[config.mk]
export PLATFORM = sky130hd
export DESIGN_NAME = equ_div_scheduler
export DESIGN_NICKNAME = d
export VERILOG_FILES = /design/src/rtl/equ_div_scheduler.sv
export SDC_FILE = /design/constraint.sdc
export NUM_CORES = 1
export LEC_CHECK = 0
export ABC_AREA = 1
export ABC_CLOCK_PERIOD_IN_PS = 2000
export CORE_MARGIN = 2
export CORE_UTILIZATION = 46
export DETAILED_ROUTE_END_ITERATION = 8
export PLACE_DENSITY = 0.83
export SYNTH_ARGS = -nofsm -noshare
export SYNTH_HDL_FRONTEND = slang
export SYNTH_SLANG_ARGS = --single-unit
[constraint.sdc]
create_clock -name i_clk_equ -period 2 [get_ports i_clk_equ]
set_input_delay 0.4 -clock i_clk_equ [delete_from_list [all_inputs] [get_ports i_clk_equ]]
set_output_delay 0.4 -clock i_clk_equ [all_outputs]
set_load 0.03 [all_outputs]
[src/rtl/equ_div_scheduler.sv]
// rtl/equ_div_scheduler.sv - schedules one shared-divider operation per subcarrier for the equalizer
// Optional divider watchdog: define EQU_DIV_TIMEOUT_EN.
module equ_div_scheduler #(
  parameter int NUM_SC      = 12,
  parameter int PILOT_SYM   = 3,
  parameter int DATA_SYMS   = 6,
  parameter int DIV_TIMEOUT = 64
) (
  input  logic        i_clk_equ,
  input  logic        i_rst,
  input  logic        i_sym_valid,
  input  logic [2:0]  i_symbol_num,
  input  logic [11:0] i_est_done12,
  input  logic        i_div_done,
  output logic        o_start_div,
  output logic [3:0]  o_rd_add,
  output logic [2:0]  o_state_num,
  output logic        o_res_wr,
  output logic        o_done_equ_one_symbol,
  output logic        o_done_equ_7symbols,
  output logic        o_busy,
  output logic        o_overrun,
  output logic        o_err_timeout
);

  localparam int SYM_W = (DATA_SYMS > 1) ? $clog2(DATA_SYMS) : 1;

  typedef enum logic [2:0] {
    IDLE,
    WAIT_EST,
    ISSUE,
    WAIT_DIV,
    NEXT,
    SYM_DONE
  } state_t;

  state_t           state;
  state_t           state_nxt;
  logic [3:0]       sc;
  logic [SYM_W-1:0] sym_cnt;
  logic             sym_accept;
  logic             last_sc;
  logic             last_sym;
  logic             timeout;

  // The pilot symbol and index 7 are silently dropped while idle.
  assign sym_accept = (state == IDLE) && i_sym_valid &&
                      (i_symbol_num != 3'd7) && (i_symbol_num != 3'(PILOT_SYM));
  assign last_sc    = (sc == 4'(NUM_SC - 1));
  assign last_sym   = (sym_cnt == SYM_W'(DATA_SYMS - 1));

`ifdef EQU_DIV_TIMEOUT_EN
  localparam int WD_W = $clog2(DIV_TIMEOUT + 1);

  logic [WD_W-1:0] wd;

  // A result arriving in the final watchdog cycle still wins over the abort.
  assign timeout = (state == WAIT_DIV) && !i_div_done && (wd == WD_W'(DIV_TIMEOUT - 1));

  always_ff @(posedge i_clk_equ or posedge i_rst) begin
    if (i_rst) begin
      wd <= '0;
    end else if (state == WAIT_DIV) begin
      wd <= wd + 1'b1;
    end else begin
      wd <= '0;
    end
  end
`else
  assign timeout = 1'b0;
`endif

  always_ff @(posedge i_clk_equ or posedge i_rst) begin
    if (i_rst) begin
      state <= IDLE;
    end else begin
      state <= state_nxt;
    end
  end

  always_comb begin
    state_nxt = state;
    unique case (state)
      IDLE:     if (sym_accept) state_nxt = WAIT_EST;
      WAIT_EST: if (i_est_done12[sc]) state_nxt = ISSUE;
      ISSUE:    state_nxt = WAIT_DIV;
      WAIT_DIV: begin
        if (i_div_done) begin
          state_nxt = NEXT;
        end else if (timeout) begin
          state_nxt = IDLE;
        end
      end
      NEXT:     state_nxt = last_sc ? SYM_DONE : WAIT_EST;
      SYM_DONE: state_nxt = IDLE;
      default:  state_nxt = IDLE;
    endcase
  end

  always_ff @(posedge i_clk_equ or posedge i_rst) begin
    if (i_rst) begin
      sc          <= '0;
      o_state_num <= '0;
      sym_cnt     <= '0;
    end else begin
      if (sym_accept) begin
        sc          <= '0;
        o_state_num <= i_symbol_num;
      end else if ((state == NEXT) && !last_sc) begin
        sc <= sc + 4'd1;
      end
      if (state == SYM_DONE) begin
        sym_cnt <= last_sym ? '0 : sym_cnt + 1'b1;
      end
    end
  end

  always_comb begin
    o_start_div           = 1'b0;
    o_res_wr              = 1'b0;
    o_done_equ_one_symbol = 1'b0;
    o_done_equ_7symbols   = 1'b0;
    o_rd_add              = '0;
    o_busy                = (state != IDLE);
    unique case (state)
      IDLE: ;
      WAIT_EST, WAIT_DIV: o_rd_add = sc;
      ISSUE: begin
        o_rd_add    = sc;
        o_start_div = 1'b1;
      end
      NEXT: begin
        o_rd_add = sc;
        o_res_wr = 1'b1;
      end
      SYM_DONE: begin
        o_done_equ_one_symbol = 1'b1;
        o_done_equ_7symbols   = last_sym;
      end
      default: ;
    endcase
  end

  assign o_overrun     = i_sym_valid && (state != IDLE);
  assign o_err_timeout = timeout;

endmodule

==> results of run 1 <==
[cell usage after synthesis, drive strengths merged]
library cell,n
a31oi,1
buf,2
nor3,5
inv,23
nor2,14
dfrtp,13
o21ai,5
or2,1
ha,1
and2,1
nand3,16
xor2,1
conb,1
a21oi,5
o21a,1
nand2,35
[cells in the final DEF, fill, tap and decap left out, types with 2 or more instances in the layout]
cell type | synthesis | routed
clkbuf_4 | 0 | 3
buf_2 | 1 | 4
nor3_2 | 1 | 2
clkdlybuf4s50_1 | 0 | 21
inv_2 | 4 | 5
nand2_1 | 35 | 35
nor2_1 | 12 | 11
dfrtp_1 | 13 | 11
o21ai_1 | 2 | 2
inv_1 | 19 | 18
buf_4 | 1 | 18
dlygate4sd2_1 | 0 | 2
nor2_4 | 2 | 2
dfrtp_2 | 0 | 2
a21oi_1 | 4 | 4
nor3_4 | 1 | 2
o21ai_0 | 3 | 3
nand3_1 | 15 | 15
[sequential cells by signal, summed over array words and instances (netlist names)]
signal / cells
sc: 4
o_state_num: 3
state: 3
sym_cnt: 3
[area by class of cell]
cell class,instances,area (um2),area share (%)
Multi-Input combinational cell,87,462,34.4
Clock buffer,4,26.3,1.96
Inverter,23,86.3,6.43
Timing Repair Buffer,48,409,30.5
Tap cell,25,31.3,2.33
Sequential cell,13,328,24.4
[routing by layer]
metal / up-vias / wire length (um) / share of wire (%) / global-route usage [%]
li1: 486 / - / - / -
met1: 440 / 1030 / 44 / 27.0
met2: 34 / 1130 / 48 / 37.0
met3: 8 / 119 / 5.1 / 3.46
met4: 0 / 59 / 2.5 / 10.0
met5: - / 0 / 0 / 0
[through the flow]
stage / setup slack, ns / util (%) / hold WS, ns / total power [mW] / TNS [ns]
after floorplan: 0.0286 / - / 0.277 / 1.12 / 0
after global placement: -0.0312 / 74.1 / 0.447 / 1.54 / -0.117
after detailed placement: -0.108 / 74.1 / 0.454 / 1.58 / -0.392
after CTS: -0.0655 / 76.8 / 0.457 / 1.76 / -0.234
after global routing: -0.0750 / 76.9 / 0.486 / 1.95 / -0.224
final: 0.0182 / 76.9 / 0.442 / 1.83 / 0
[final timing paths]
path / depth (start not counted) / from / slack (ns) / to
hold / removal: 2 / i_rst / 0.44 / sym_cnt[2]
max in group asynchronous: 2 / i_rst / 1.21 / state[1]
setup reg to reg: 10 / state[0] / 0.36 / state[0]
min in group i_clk_equ: 1 / sym_cnt[0] / 0.47 / sym_cnt[0]
setup / recovery: 6 / state[1] / 0.02 / o_rd_add[1]
hold reg to reg: 1 / sym_cnt[0] / 0.47 / sym_cnt[0]
[timing repair]
item,4_1_cts,5_1_grt
setup endpoints to repair,9,7
resized for setup,18,17
buffers inserted,2,2
pin swaps,0,2
[cell families after synthesis]
family | Yosys count | synth area share (%)
simple gates | 72 | 40.1
xor+xnor | 1 | 1.01
fa+ha+maj | 1 | 1.45
other cells | 1 | 0.434
compound gates | 12 | 7.83
buf+inv | 25 | 11.4
flops | 13 | 37.7
[report_power, final]
group / internal [mW] / switching (mW) / total, mW / leakage (nW)
Clock: 0.0771 / 0.0776 / 0.155 / 0.0150
Sequential: 0.366 / 0.116 / 0.482 / 0.167
Combinational: 0.525 / 0.669 / 1.19 / 0.516
Total: 0.968 / 0.862 / 1.83 / 0.698
[worst max-delay path, stage by stage, from the launching register on]
cell and delay, ns:
dfrtp_2 0.46, nand2_1 0.12, nor2_2 0.06, or2_4 0.27, nor3_4 0.16, nor2_1 0.06, buf_2 0.18
==> impl_metrics.csv, run 1 <==
group,metric,value,unit
clocking,clk_latency,0.26,ns
yosys,postSynthAreaPerCell,6.91,um2
clocking,tritoncts,"built",
timing,fin_crit,1.98,ns
grt,grt_pass1_wl,3400,um
yosys,synth.net_count,145,
critical_path,cp.required,1.60,ns
yosys,yosysSeqAreaShare,37.7,%
floorplanning,io_pins,33,
routing,vias,968,
timing,setup_viol,0,
place,dp_hpwl,1690,um
place,dp_cells,192,
place,place.gp.congestion,0.810,
critical_path,worst_setup_path_start_kind,"flip-flop",
cells_and_area,drive_gt1_share,25.7,%
timing,slew_viol_final,0,
yosys,netlist_instances,125,
critical_path,arrival,1.58,ns
timing,hold_viol,0,
floorplanning,dieWidth,47.3,um
clocking,root_buffer,"clkbuf_4",
yosys,synth.top_cell.area_share,37.7,%
power_and_ir_drop,leakagePower,0.698,nW
power_and_ir_drop,powerDensity,1360,nW/um2
place,place_area,1290,um2
critical_path,path_class,"reg2out",
critical_path,cp-end-kind,"output port",
routing,dr.pass1.iters,4,
yosys,yosys_warnings,0,
routing,drt-initial-drc-count,15,
floorplanning,rows,15,
cells_and_area,design_area,1340,um2
routing,drc,0,
routing,viasPerCell,4.84,
cells_and_area,syn_to_final_growth,55.5,%
grt,grt_max_degree,14,
timing,rsz0062_at_grt,"true",
clocking,clk_pin_slew_worst_paths,0.08,ns
yosys,synth.top_cells.by_area,"dfrtp_1 38%, nand2_1 15%, nand3_1 8.7%",
status,outcome,"finished clean",
grt,grt_use_total,21.8,%
floorplanning,coreArea,1750,um2
routing,wl_per_cell,11.7,um
critical_path,crit_fanout,6,
clocking,htree_levels,1,
cells_and_area,final_nets,196,
grt,grt-ovfl-total,0,
cells_and_area,stdcell_count,200,
job,maxCapViolations,0,
floorplanning,dieArea,2240,um2
clocking,numCtsBuffers,3,
cells_and_area,fillerInstances,131,
floorplanning,die_y,47.3,um
grt,grt_pass1_vias,843,
clocking,cts_buffer_depth,2,
power_and_ir_drop,vdd_drop_max,1.03,mV
cells_and_area,antennaDiodeCount,0,
clocking,cts_hold_buf,0,
timing,clock.fmax,0.505,GHz
yosys,syn_area,863,um2
floorplanning,initial_core_util,49.5,%
grt,grt_antenna_before_repair,0,
yosys,ys_types,24,
timing,fin_skew,0.00406,ns
clocking,cts_sinks,13,
routing,routed_wl,2340,um
routing,ant_nets,0,
place,io_buffers,31,
worst_hold_path,hp-class,"in2async",
yosys,ys_seq_elements,13,
timing,min_period_over_period,99.1,%
yosys,yosysTopAreaCell,"dfrtp_1",
No activity file was read; power rests on OpenSTA's default activity.
==> inputs of run 2 (changes only) <==
--- a/config.mk
+++ b/config.mk
@@ -5,12 +5,13 @@
 export SDC_FILE = /design/constraint.sdc
 export NUM_CORES = 1
 export LEC_CHECK = 0
-export ABC_AREA = 1
 export ABC_CLOCK_PERIOD_IN_PS = 2000
 export CORE_MARGIN = 2
-export CORE_UTILIZATION = 46
+export CORE_UTILIZATION = 44
+export CTS_CLUSTER_DIAMETER = 200
 export DETAILED_ROUTE_END_ITERATION = 8
-export PLACE_DENSITY = 0.83
+export PLACE_DENSITY = 0.82
+export SLEW_MARGIN = 20
 export SYNTH_ARGS = -nofsm -noshare
 export SYNTH_HDL_FRONTEND = slang
 export SYNTH_SLANG_ARGS = --single-unit
==> run 2 against run 1 <==
Fmax up 3.3%. Sequential power up 4%. Clock skew about the same. Global-route usage down 2.3 points. Critical path depth down 2. Die area down 3.6%. Synthesized area down 8.1%. Non-clock buffer count down 15. Wire length down 27%. Sequential cell count unchanged. Clock-buffer cell count unchanged. Combinational power down 35%. Largest cell class unchanged.
==> impl_metrics.csv, run 2 <==
group,metric,value,unit
job,maxCapViolations,0,
worst_hold_path,hp-class,"in2async",
cells_and_area,regMostFlops,"sc",
cells_and_area,finalCoreUtilization,67.2,%
clocking,cts_sinks,13,
cells_and_area,fillerInstances,136,
timing,min_period_over_period,95.9,%
grt,grt_pass1_vias,737,
routing,routed_wl,1710,um
yosys,synth_compound_area_share,7.26,%
power_and_ir_drop,leakagePower,0.505,nW
place,dpl_worst_slack,0.0966,ns
clocking,htree_levels,1,
routing,wl_per_cell,12.1,um
power_and_ir_drop,powerDensity,1250,nW/um2
yosys,synth-adder-area-share,1.58,%
power_and_ir_drop,vdd_drop_max,0.637,mV
yosys,ys_seq_elements,13,
status,outcome,"finished clean",
yosys,synth-main-ff-cell,"dfrtp_1",
yosys,yosysTopAreaCell,"dfrtp_1",
timing,fin_crit,1.92,ns
place,io_buffers,31,
floorplanning,coreArea,1710,um2
critical_path,crit_fanout,5,
critical_path,worst_path_max_delay_cell,"dfrtp_1",
routing,viasPerCell,5.24,
place,dp_hpwl,1340,um
yosys,synth.net_count,103,
critical_path,crit_family,"simple AND/OR/NAND/NOR gates",
floorplanning,dieArea,2160,um2
floorplanning,rows,15,
yosys,synth.top_cells.by_area,"dfrtp_1 41%, nand2_1 5.2%, xor2_1 4.4%",
yosys,netlist_instances,83,
cells_and_area,largest_reg_flops,4,
timing,fin_ws,0.0815,ns
yosys,synth_top_family_by_area,"simple AND/OR/NAND/NOR gates",
clocking,root_buffer,"clkbuf_4",
floorplanning,die_y,46.5,um
yosys,synth_edf_count,0,
cells_and_area,final_nets,137,
yosys,synth.top_cell.area_share,41.0,%
timing,clock.fmax,0.521,GHz
timing,hold_viol,0,
yosys,yosys-top-cells-count,"13 x dfrtp_1, 11 x nand2_1, 7 x nor2_1",
critical_path,cp.required,1.60,ns
yosys,synth_most_common_cell,"dfrtp_1",
grt,grt_pass1_wl,2930,um
critical_path,path_class,"reg2out",
cells_and_area,stdcell_count,141,
clocking,post_cts_buffers,0,
cells_and_area,layout_common_cells,"21 x clkdlybuf4s50_1, 11 x nand2_1, 11 x dfrtp_1",
yosys,synth-async-reset-ratio,100,%
timing,finalSetupTns,0,ns
yosys,yosysSeqAreaShare,41.0,%
routing,drt-initial-drc-count,15,
grt,grt_antenna_before_repair,0,
critical_path,worst_setup_path_start_kind,"flip-flop",
clocking,tritoncts,"built",
clocking,clk_pin_slew_worst_paths,0.08,ns
clocking,numCtsBuffers,3,
critical_path,arrival,1.52,ns
place,place.gp.congestion,0.854,
critical_path,path_cells,"and3b_2, nand2_1, nor3b_4, buf_4",
critical_path,cp-end-kind,"output port",
timing,rsz0062_at_grt,"false",
timing,slew_viol_final,0,
routing,dr.pass1.iters,4,
yosys,yosys_warnings,0,
floorplanning,io_pins,33,
timing,setup_viol,0,
yosys,yosys.area_share.simple,29.3,%
place,dp_cells,137,
floorplanning,dieWidth,46.5,um
routing,ant_nets,0,
yosys,synth_xor_area_share,5.52,%
grt,grt-ovfl-total,0,
yosys,postSynthAreaPerCell,9.56,um2
clocking,clk_latency,0.29,ns
timing,fin_skew,0.00410,ns
routing,vias,739,
yosys,synth_mux_area_share,10.1,%
grt,grt_use_total,19.5,%
cells_and_area,antennaDiodeCount,0,
critical_path,crit_buf_inv,1,
power_and_ir_drop,power,1.44,mW
clocking,cts_buffer_depth,2,
clocking,cts_hold_buf,0,
yosys,ys_types,36,
cells_and_area,layout_commonest_cell,"clkdlybuf4s50_1",
cells_and_area,drive_gt1_share,19.0,%
routing,drc,0,
floorplanning,initial_core_util,46.4,%
yosys,syn_area,793,um2
critical_path,slowest_delay,0.44,ns
grt,grt_max_degree,14,
cells_and_area,syn_to_final_growth,44.6,%
[run 2: cell types whose count changed after synthesis, sizes merged, moves of 6 or more]
cell,before,now
nand3,16,3
inv,23,3
nor2,14,8
nand2,35,11
[run 2: worst register-to-register path, stage by stage (launching register included)]
cell and delay, ns:
dfrtp_2 0.47, nor3_4 0.21, inv_1 0.10, nor2_2 0.26, mux2_2 0.37
[run 2: worst paths after layout]
kind / from / endpoint / slack, ns / depth (start not counted)
setup / recovery: state[1] / o_done_equ_7symbols / 0.08 / 4
hold / removal: i_rst / sc[1] / 0.42 / 2
setup reg to reg: state[2] / o_state_num[2] / 0.48 / 4
hold reg to reg: sym_cnt[0] / sym_cnt[0] / 0.47 / 1
max in group asynchronous: i_rst / state[2] / 1.22 / 2
min in group i_clk_equ: sym_cnt[0] / sym_cnt[0] / 0.47 / 1
[run 2: timing repair]
item / CTS / global route
setup endpoints to repair: 4 / 7
gates resized for setup: 4 / 6
hold endpoints to repair: 0 / 0
[run 2: kinds of logic after synthesis]
family / count (synthesis)
compound gates: 8
xor+xnor: 5
fa+ha+maj: 1
buf+inv: 7
flops: 13
mux: 5
other cells: 1
simple gates: 43
[run 2: stage by stage]
| step | hold slack, ns | instance area (um2) |
|---|---|---|
| 3_5_place_dp | 0.458 | 1120 |
| 3_3_place_gp | 0.455 | 1120 |
| 2_1_floorplan | 0.277 | 805 |
| 5_1_grt | 0.499 | 1150 |
| 4_1_cts | 0.448 | 1140 |
| 6_report | 0.424 | 1150 |
[run 2: final cells by class]
type	instances	area (um2)	share of cell area, %
inverters	3	11.3	0.981
well taps	25	31.3	2.73
clock buffers	4	26.3	2.29
repair buffers	33	302	26.3
flip-flops and latches	13	328	28.6
multi-input cells	63	449	39.1
[run 2: where the power goes]
part / internal [mW] / switching (mW) / total [mW] / leakage (nW)
sequential: 0.372 / 0.129 / 0.501 / 0.162
clock: 0.0776 / 0.0916 / 0.169 / 0.0150
combinational: 0.368 / 0.401 / 0.769 / 0.328
[run 2: layer usage]
layer	track usage (%)	share of wire, %	up-vias
met2	32.8	49	39
met1	22.4	42	343
li1	-	-	352
met4	10.9	1.6	0
met5	0	0	-
met3	4.71	7.1	5
